==> config.mk <==
export PLATFORM = sky130hd
export DESIGN_NAME = div_ctrl_flat
export DESIGN_NICKNAME = d
export VERILOG_FILES = /design/src/rtl/div_ctrl_if.sv /design/src/rtl/div_ctrl.sv /design/src/flat_wrapper.sv
export SDC_FILE = /design/constraint.sdc
export NUM_CORES = 1
export LEC_CHECK = 0
export BUFFER_PORTS_ARGS = -buffer_cell sky130_fd_sc_hd__buf_2
export CAP_MARGIN = 10
export CORE_MARGIN = 2
export CORE_UTILIZATION = 47
export DETAILED_ROUTE_END_ITERATION = 10
export PLACE_DENSITY = 0.77
export SYNTH_ARGS = -nofsm -noshare
export SYNTH_HDL_FRONTEND = slang
export SYNTH_SLANG_ARGS = --single-unit
==> constraint.sdc <==
create_clock -name clk -period 2.1 [get_ports clk]
set_input_delay 0 -clock clk [delete_from_list [all_inputs] [get_ports clk]]
set_output_delay 0 -clock clk [all_outputs]
set_load 0.1 [all_outputs]
==> src/rtl/div_ctrl_if.sv <==
// Pipeline-side request/response bundle for the EX-stage divide sequencer.
// The master is the pipeline; the slave is div_ctrl.
interface div_ctrl_if;
    logic        start;
    logic        signed_op;
    logic [31:0] op_a;
    logic [31:0] op_b;
    logic        flush;
    logic        busy;
    logic        result_valid;
    logic [31:0] lo;
    logic [31:0] hi;
    logic        div0;

    modport master (
        output start, signed_op, op_a, op_b, flush,
        input  busy, result_valid, lo, hi, div0
    );

    modport slave (
        input  start, signed_op, op_a, op_b, flush,
        output busy, result_valid, lo, hi, div0
    );
endinterface

==> src/rtl/div_ctrl.sv <==
// Sequencer around the iterative unsigned divider: sign handling, div-by-zero, stall and flush/drain.
// Optional macro DIV_CTRL_FASTPATH_EN: |a| < |b| bypasses the divider (lo = 0, hi = op_a).
module div_ctrl #(
    parameter logic [31:0] DIV0_LO      = 32'hFFFF_FFFF,
    parameter bit          DIV0_HI_IS_A = 1'b1
) (
    input  logic        clk,
    input  logic        rst,
    div_ctrl_if.slave   pipe,
    output logic        div_en,
    output logic [31:0] div_a,
    output logic [31:0] div_b,
    input  logic        div_done,
    input  logic [31:0] div_q,
    input  logic [31:0] div_r
);

    typedef enum logic [2:0] {
        ST_IDLE  = 3'd0,
        ST_ISSUE = 3'd1,
        ST_WAIT  = 3'd2,
        ST_DONE  = 3'd3,
        ST_DRAIN = 3'd4
    } state_t;

    state_t      state_r;
    logic        div_en_r;
    logic [31:0] div_a_r;
    logic [31:0] div_b_r;
    logic [31:0] raw_a_r;
    logic        qneg_r;
    logic        rneg_r;
    logic        z_r;
    logic        fast_r;
    logic        rv_r;
    logic [31:0] lo_r;
    logic [31:0] hi_r;

    logic [31:0] mag_a_s;
    logic [31:0] mag_b_s;
    logic        z_s;
    logic        fast_s;
    logic        accept_s;

    function automatic logic [31:0] neg_if(input logic neg, input logic [31:0] x);
        neg_if = neg ? (32'd0 - x) : x;
    endfunction

    // Operand magnitudes and early classification of the incoming request.
    always_comb begin
        mag_a_s = neg_if(pipe.signed_op & pipe.op_a[31], pipe.op_a);
        mag_b_s = neg_if(pipe.signed_op & pipe.op_b[31], pipe.op_b);
        z_s     = (pipe.op_b == 32'd0);
`ifdef DIV_CTRL_FASTPATH_EN
        fast_s  = ~z_s & (mag_a_s < mag_b_s);
`else
        fast_s  = 1'b0;
`endif
        accept_s = (state_r == ST_IDLE) & pipe.start & ~pipe.flush;
    end

    // Sequencer state, latched operands and result registers.
    always_ff @(posedge clk) begin
        if (rst) begin
            state_r  <= ST_IDLE;
            div_en_r <= 1'b0;
            div_a_r  <= 32'd0;
            div_b_r  <= 32'd0;
            raw_a_r  <= 32'd0;
            qneg_r   <= 1'b0;
            rneg_r   <= 1'b0;
            z_r      <= 1'b0;
            fast_r   <= 1'b0;
            rv_r     <= 1'b0;
            lo_r     <= 32'd0;
            hi_r     <= 32'd0;
        end else begin
            case (state_r)
                ST_IDLE: begin
                    rv_r <= 1'b0;
                    if (accept_s) begin
                        div_a_r  <= mag_a_s;
                        div_b_r  <= mag_b_s;
                        raw_a_r  <= pipe.op_a;
                        qneg_r   <= pipe.signed_op & (pipe.op_a[31] ^ pipe.op_b[31]);
                        rneg_r   <= pipe.signed_op & pipe.op_a[31];
                        z_r      <= z_s;
                        fast_r   <= fast_s;
                        div_en_r <= ~z_s & ~fast_s;
                        state_r  <= ST_ISSUE;
                    end else begin
                        div_en_r <= 1'b0;
                        state_r  <= ST_IDLE;
                    end
                end
                ST_ISSUE: begin
                    div_en_r <= 1'b0;
                    // A bypassed request never started the divider, so there is nothing to drain.
                    if (pipe.flush) begin
                        state_r <= (z_r | fast_r) ? ST_IDLE : ST_DRAIN;
                    end else if (z_r) begin
                        lo_r    <= DIV0_LO;
                        hi_r    <= DIV0_HI_IS_A ? raw_a_r : 32'd0;
                        rv_r    <= 1'b1;
                        state_r <= ST_DONE;
                    end else if (fast_r) begin
                        lo_r    <= 32'd0;
                        hi_r    <= raw_a_r;
                        rv_r    <= 1'b1;
                        state_r <= ST_DONE;
                    end else begin
                        state_r <= ST_WAIT;
                    end
                end
                ST_WAIT: begin
                    div_en_r <= 1'b0;
                    if (pipe.flush) begin
                        state_r <= ST_DRAIN;
                    end else if (div_done) begin
                        lo_r    <= neg_if(qneg_r, div_q);
                        hi_r    <= neg_if(rneg_r, div_r);
                        rv_r    <= 1'b1;
                        state_r <= ST_DONE;
                    end else begin
                        state_r <= ST_WAIT;
                    end
                end
                ST_DONE: begin
                    div_en_r <= 1'b0;
                    rv_r     <= 1'b0;
                    state_r  <= ST_IDLE;
                end
                ST_DRAIN: begin
                    div_en_r <= 1'b0;
                    rv_r     <= 1'b0;
                    if (div_done) begin
                        state_r <= ST_IDLE;
                    end else begin
                        state_r <= ST_DRAIN;
                    end
                end
                default: begin
                    div_en_r <= 1'b0;
                    rv_r     <= 1'b0;
                    state_r  <= ST_IDLE;
                end
            endcase
        end
    end

    // Stall drops in DONE so the pipeline advances alongside result_valid.
    assign pipe.busy         = ((state_r != ST_IDLE) & (state_r != ST_DONE)) | accept_s;
    assign pipe.result_valid = rv_r & ~pipe.flush;
    assign pipe.div0         = rv_r & z_r & ~pipe.flush;
    assign pipe.lo           = lo_r;
    assign pipe.hi           = hi_r;
    assign div_en            = div_en_r;
    assign div_a             = div_a_r;
    assign div_b             = div_b_r;

endmodule

==> src/flat_wrapper.sv <==
// flat-port wrapper written by rule: the top's interface ports become plain ports
module div_ctrl_flat 
#(
    parameter logic [31:0] DIV0_LO      = 32'hFFFF_FFFF,
    parameter bit          DIV0_HI_IS_A = 1'b1
)
  (clk, rst, div_en, div_a, div_b, div_done, div_q, div_r, pipe_start, pipe_signed_op, pipe_op_a, pipe_op_b, pipe_flush, pipe_busy, pipe_result_valid, pipe_lo, pipe_hi, pipe_div0);
  div_ctrl_if pipe_i ();
  input  logic clk;
  input  logic rst;
  output logic div_en;
  output logic [31:0] div_a;
  output logic [31:0] div_b;
  input  logic div_done;
  input  logic [31:0] div_q;
  input  logic [31:0] div_r;
  input wire logic [$bits(pipe_i.start)-1:0] pipe_start;
  input wire logic [$bits(pipe_i.signed_op)-1:0] pipe_signed_op;
  input wire logic [$bits(pipe_i.op_a)-1:0] pipe_op_a;
  input wire logic [$bits(pipe_i.op_b)-1:0] pipe_op_b;
  input wire logic [$bits(pipe_i.flush)-1:0] pipe_flush;
  output wire logic [$bits(pipe_i.busy)-1:0] pipe_busy;
  output wire logic [$bits(pipe_i.result_valid)-1:0] pipe_result_valid;
  output wire logic [$bits(pipe_i.lo)-1:0] pipe_lo;
  output wire logic [$bits(pipe_i.hi)-1:0] pipe_hi;
  output wire logic [$bits(pipe_i.div0)-1:0] pipe_div0;
  assign pipe_i.start = pipe_start;
  assign pipe_i.signed_op = pipe_signed_op;
  assign pipe_i.op_a = pipe_op_a;
  assign pipe_i.op_b = pipe_op_b;
  assign pipe_i.flush = pipe_flush;
  assign pipe_busy = pipe_i.busy;
  assign pipe_result_valid = pipe_i.result_valid;
  assign pipe_lo = pipe_i.lo;
  assign pipe_hi = pipe_i.hi;
  assign pipe_div0 = pipe_i.div0;
  div_ctrl #(.DIV0_LO(DIV0_LO), .DIV0_HI_IS_A(DIV0_HI_IS_A)) u_core (.clk(clk), .rst(rst), .pipe(pipe_i), .div_en(div_en), .div_a(div_a), .div_b(div_b), .div_done(div_done), .div_q(div_q), .div_r(div_r));
endmodule
==> results.md <==
- Startpoint types: input port
- Count leader, synth: dfxtp_1
- Clock Path Buffers: 2
- Clock sinks: 167
- First-pass GRT wire length: 50,390 um
- Worst EP arrival: 2.40 ns
- Pleak: 5.118 nW
- Total CTS buffers: 17
- CTS tree: done
- Drc violations: 0
- Final Max Tran Viols: 0
- Seq. cell area: 3344 um^2
- Hold_sp: div_q[14]
- DP Wirelength: 20,820 um
- EDFF count, synth: 0
- Post-Syn Nets: roughly 1,300
- Die Span Y: 141.6 um
- Top FF cell, synth: dfxtp_1
- H-tree Lvls: 4
- RSZ-0062 raised after global routing: yes
- Count of buffers from port buffering: 265
- Final period util: around 100%
- Mapped Avg Cell Area: about 7.9 um^2
- Mapped Cells: 1,121
- GRT overflow: 0
- Synth top cells by count: 167 x dfxtp_1, 115 x a21oi_1, 107 x nand2_1
- ANT nets after route: 0
- Clock root buffer: clkbuf_16
- Multi-input logic area: 5313 um^2
- Reg2reg start: u_core.state_r[1]
- I/O pins: 266
- Placement row count: 50
- # nets final: 1,624
- FF+latch count, synth: 167
- Post-synthesis cell area: 8894 um^2
- Crit path max fanout: 9
- Class of the most critical setup path: input port to flop
- Largest area contributor in the netlist: dfxtp_1
- Reg clk slew, reported paths: 0.07 ns
- Worst path bufs/invs: 2
- Max-cap viol count: 0
- CP peak stage delay: 0.55 ns
- Antenna diodes: 0
- Via count: between 10,000 and 15,000
- All-layer global routing usage: 30.97%
- Setup Viol. Count Final: 0
- Run status: completed
- Die X: 141.6 um
- Top Family by Delay on Critical Path: simple AND/OR/NAND/NOR gates
- Starting Density: 47.70%
- Iter 0 DRT Violations: 736
- Max_slew headroom: 60.25%
- Finished Core Util: 67.59%
- Initial antenna violation count: 0
- Yosys warns: 0
- Clk_lat worst skew: 0.44 ns
- Worst-Margin Slew: 0.5908 ns
- Layout cells sized above 1: 27.62%
- Synth top area share: between 30% and 40%
- DRT Pass-1 Iters: 5
- Post-Route WL: 31,660 um
- Final hold vios: 0
- Core box area: 18,640 um^2
- Design Power: 8.791 mW
- Tmin final: 2.077 ns
- Worst setup EP type: flop
- Power Density: 697.6 nW/um^2
- Peak VDD IR: 580.2 uV
- Max Freq: ~480 MHz
- Clk_skew: approximately 0.012 ns
- Vias in the first global route: about 10,000
- Worst min-delay path class: input port to flop
- CP Data Required Time: 2.42 ns
- Fillers: 1,502
- Critical-path top delay cell: o41ai_1
- Cell variety after synth: 56
- Synth top area cells: dfxtp_1 38%, a21oi_1 6.5%, xor2_1 5.4%
- Layout overhead on the synthesized area: 41.69%
- Crit-path cells: dlygate4sd3_1 -> buf_2 -> or4_1 -> or3_4 -> o41ai_1 -> xor2_1 -> a21oi_1
- Largest net degree at the start of global routing: 94
- Placer Congestion: 0.9079
- Wire per inst: roughly 18 um
- Crit path launch: div_q[22]
- Post-DR vias/cell: around 6
- Die area: 20,040 um^2
- FFs w/ async S/R, synth: 0%
- Register area share after synthesis: between 30% and 40%
==> placed cells by master, fill, tap and decap left out, drive strengths merged, types with 19 or more instances in the layout <==
cell type and instances:
xnor2 49, nor3 31, a31oi 36, nand2 107, buf 329, dlygate4sd3 109, o31ai 19, xor2 55
o41ai 24, inv 29, a211oi 36, nor4 19, or4 20, or3 23, o21ai 86, dfxtp 167
a21oi 115, nor2 84
==> power by group <==
| group | switching (mW) | internal, mW |
|---|---|---|
| clock | 1.42 | 1.90 |
| combinational | 1.47 | 0.624 |
| sequential | 0.0740 | 3.30 |
==> flip-flops by register name, indices dropped and copies added (netlist names), 3 cells and up <==
register / flops
u_core.div_a: 31
u_core.div_b: 32
u_core.pipe.hi: 32
u_core.pipe.lo: 32
u_core.state_r: 3
u_core.raw_a_r: 32
==> metrics by stage <==
step	instance area [um^2]	TNS (ns)	hold WS (ns)	cells	setup slack [ns]
floorplan	8904	0	0.1360	1121	0.04204
finish	12600	0	0.01193	1733	0.02253
detailed placement	10720	-0.1158	0.2871	1590	-0.06197
CTS	12420	0	0.006486	1731	0.01093
global route	12600	-0.03622	0.04129	1733	-0.02886
global placement	10720	-0.02681	0.2869	1590	-0.02681
==> worst min-delay path, stage by stage <==
cell and delay (ns):
buf_2 0.12, o31ai_1 0.09, xor2_1 0.13, a21oi_1 0.07
==> path summary, 6_finish.rpt <==
| kind | cells after the start | slack [ns] | endpoint |
|---|---|---|---|
| worst max-delay path | 7 | 0.02 | u_core.pipe.lo[27] |
| worst min-delay path | 4 | 0.01 | u_core.pipe.lo[15] |
| worst max register to register | 4 | 0.11 | u_core.pipe.hi[25] |
| worst min register to register | 2 | 0.46 | u_core.raw_a_r[29] |
==> what timing repair did <==
action	in CTS	in global routing
hold buffers	109	0
endpoints found under the hold margin	142	0
endpoints found under the setup margin	0	56
resized for setup	0	30
setup buffers	0	2
==> kinds of logic after synthesis <==
family                     share of synthesized area [%]
muxes                                             0.5628
adders and majority gates                         0.6753
AOI/OAI and AO/OA                                  25.63
and+or+nand+nor                                    20.32
xor gates and xnor gates                           10.24
buffers and inverters                              4.980
DFF                                                37.59
==> layout make-up <==
class | instances | share of cell area [%]
clock buffer | 17 | 3.376
clock inverter | 15 | 1.499
inverter | 23 | 0.6851
multi-input combinational | 839 | 42.16
sequential | 167 | 26.54
tap | 234 | 2.324
timing repair buffer | 438 | 23.41
==> metal layers <==
| layer | global-route usage (%) | vias to the layer above | wire length [um] |
|---|---|---|---|
| li1 | - | 4853 | - |
| met1 | 39.01 | 4832 | 13020 |
| met2 | 50.15 | 506 | 14820 |
| met3 | 5.704 | 131 | 2082 |
| met4 | 17.32 | 0 | 1739 |
| met5 | 0 | - | 0 |
(Power assumes the default switching activity.)
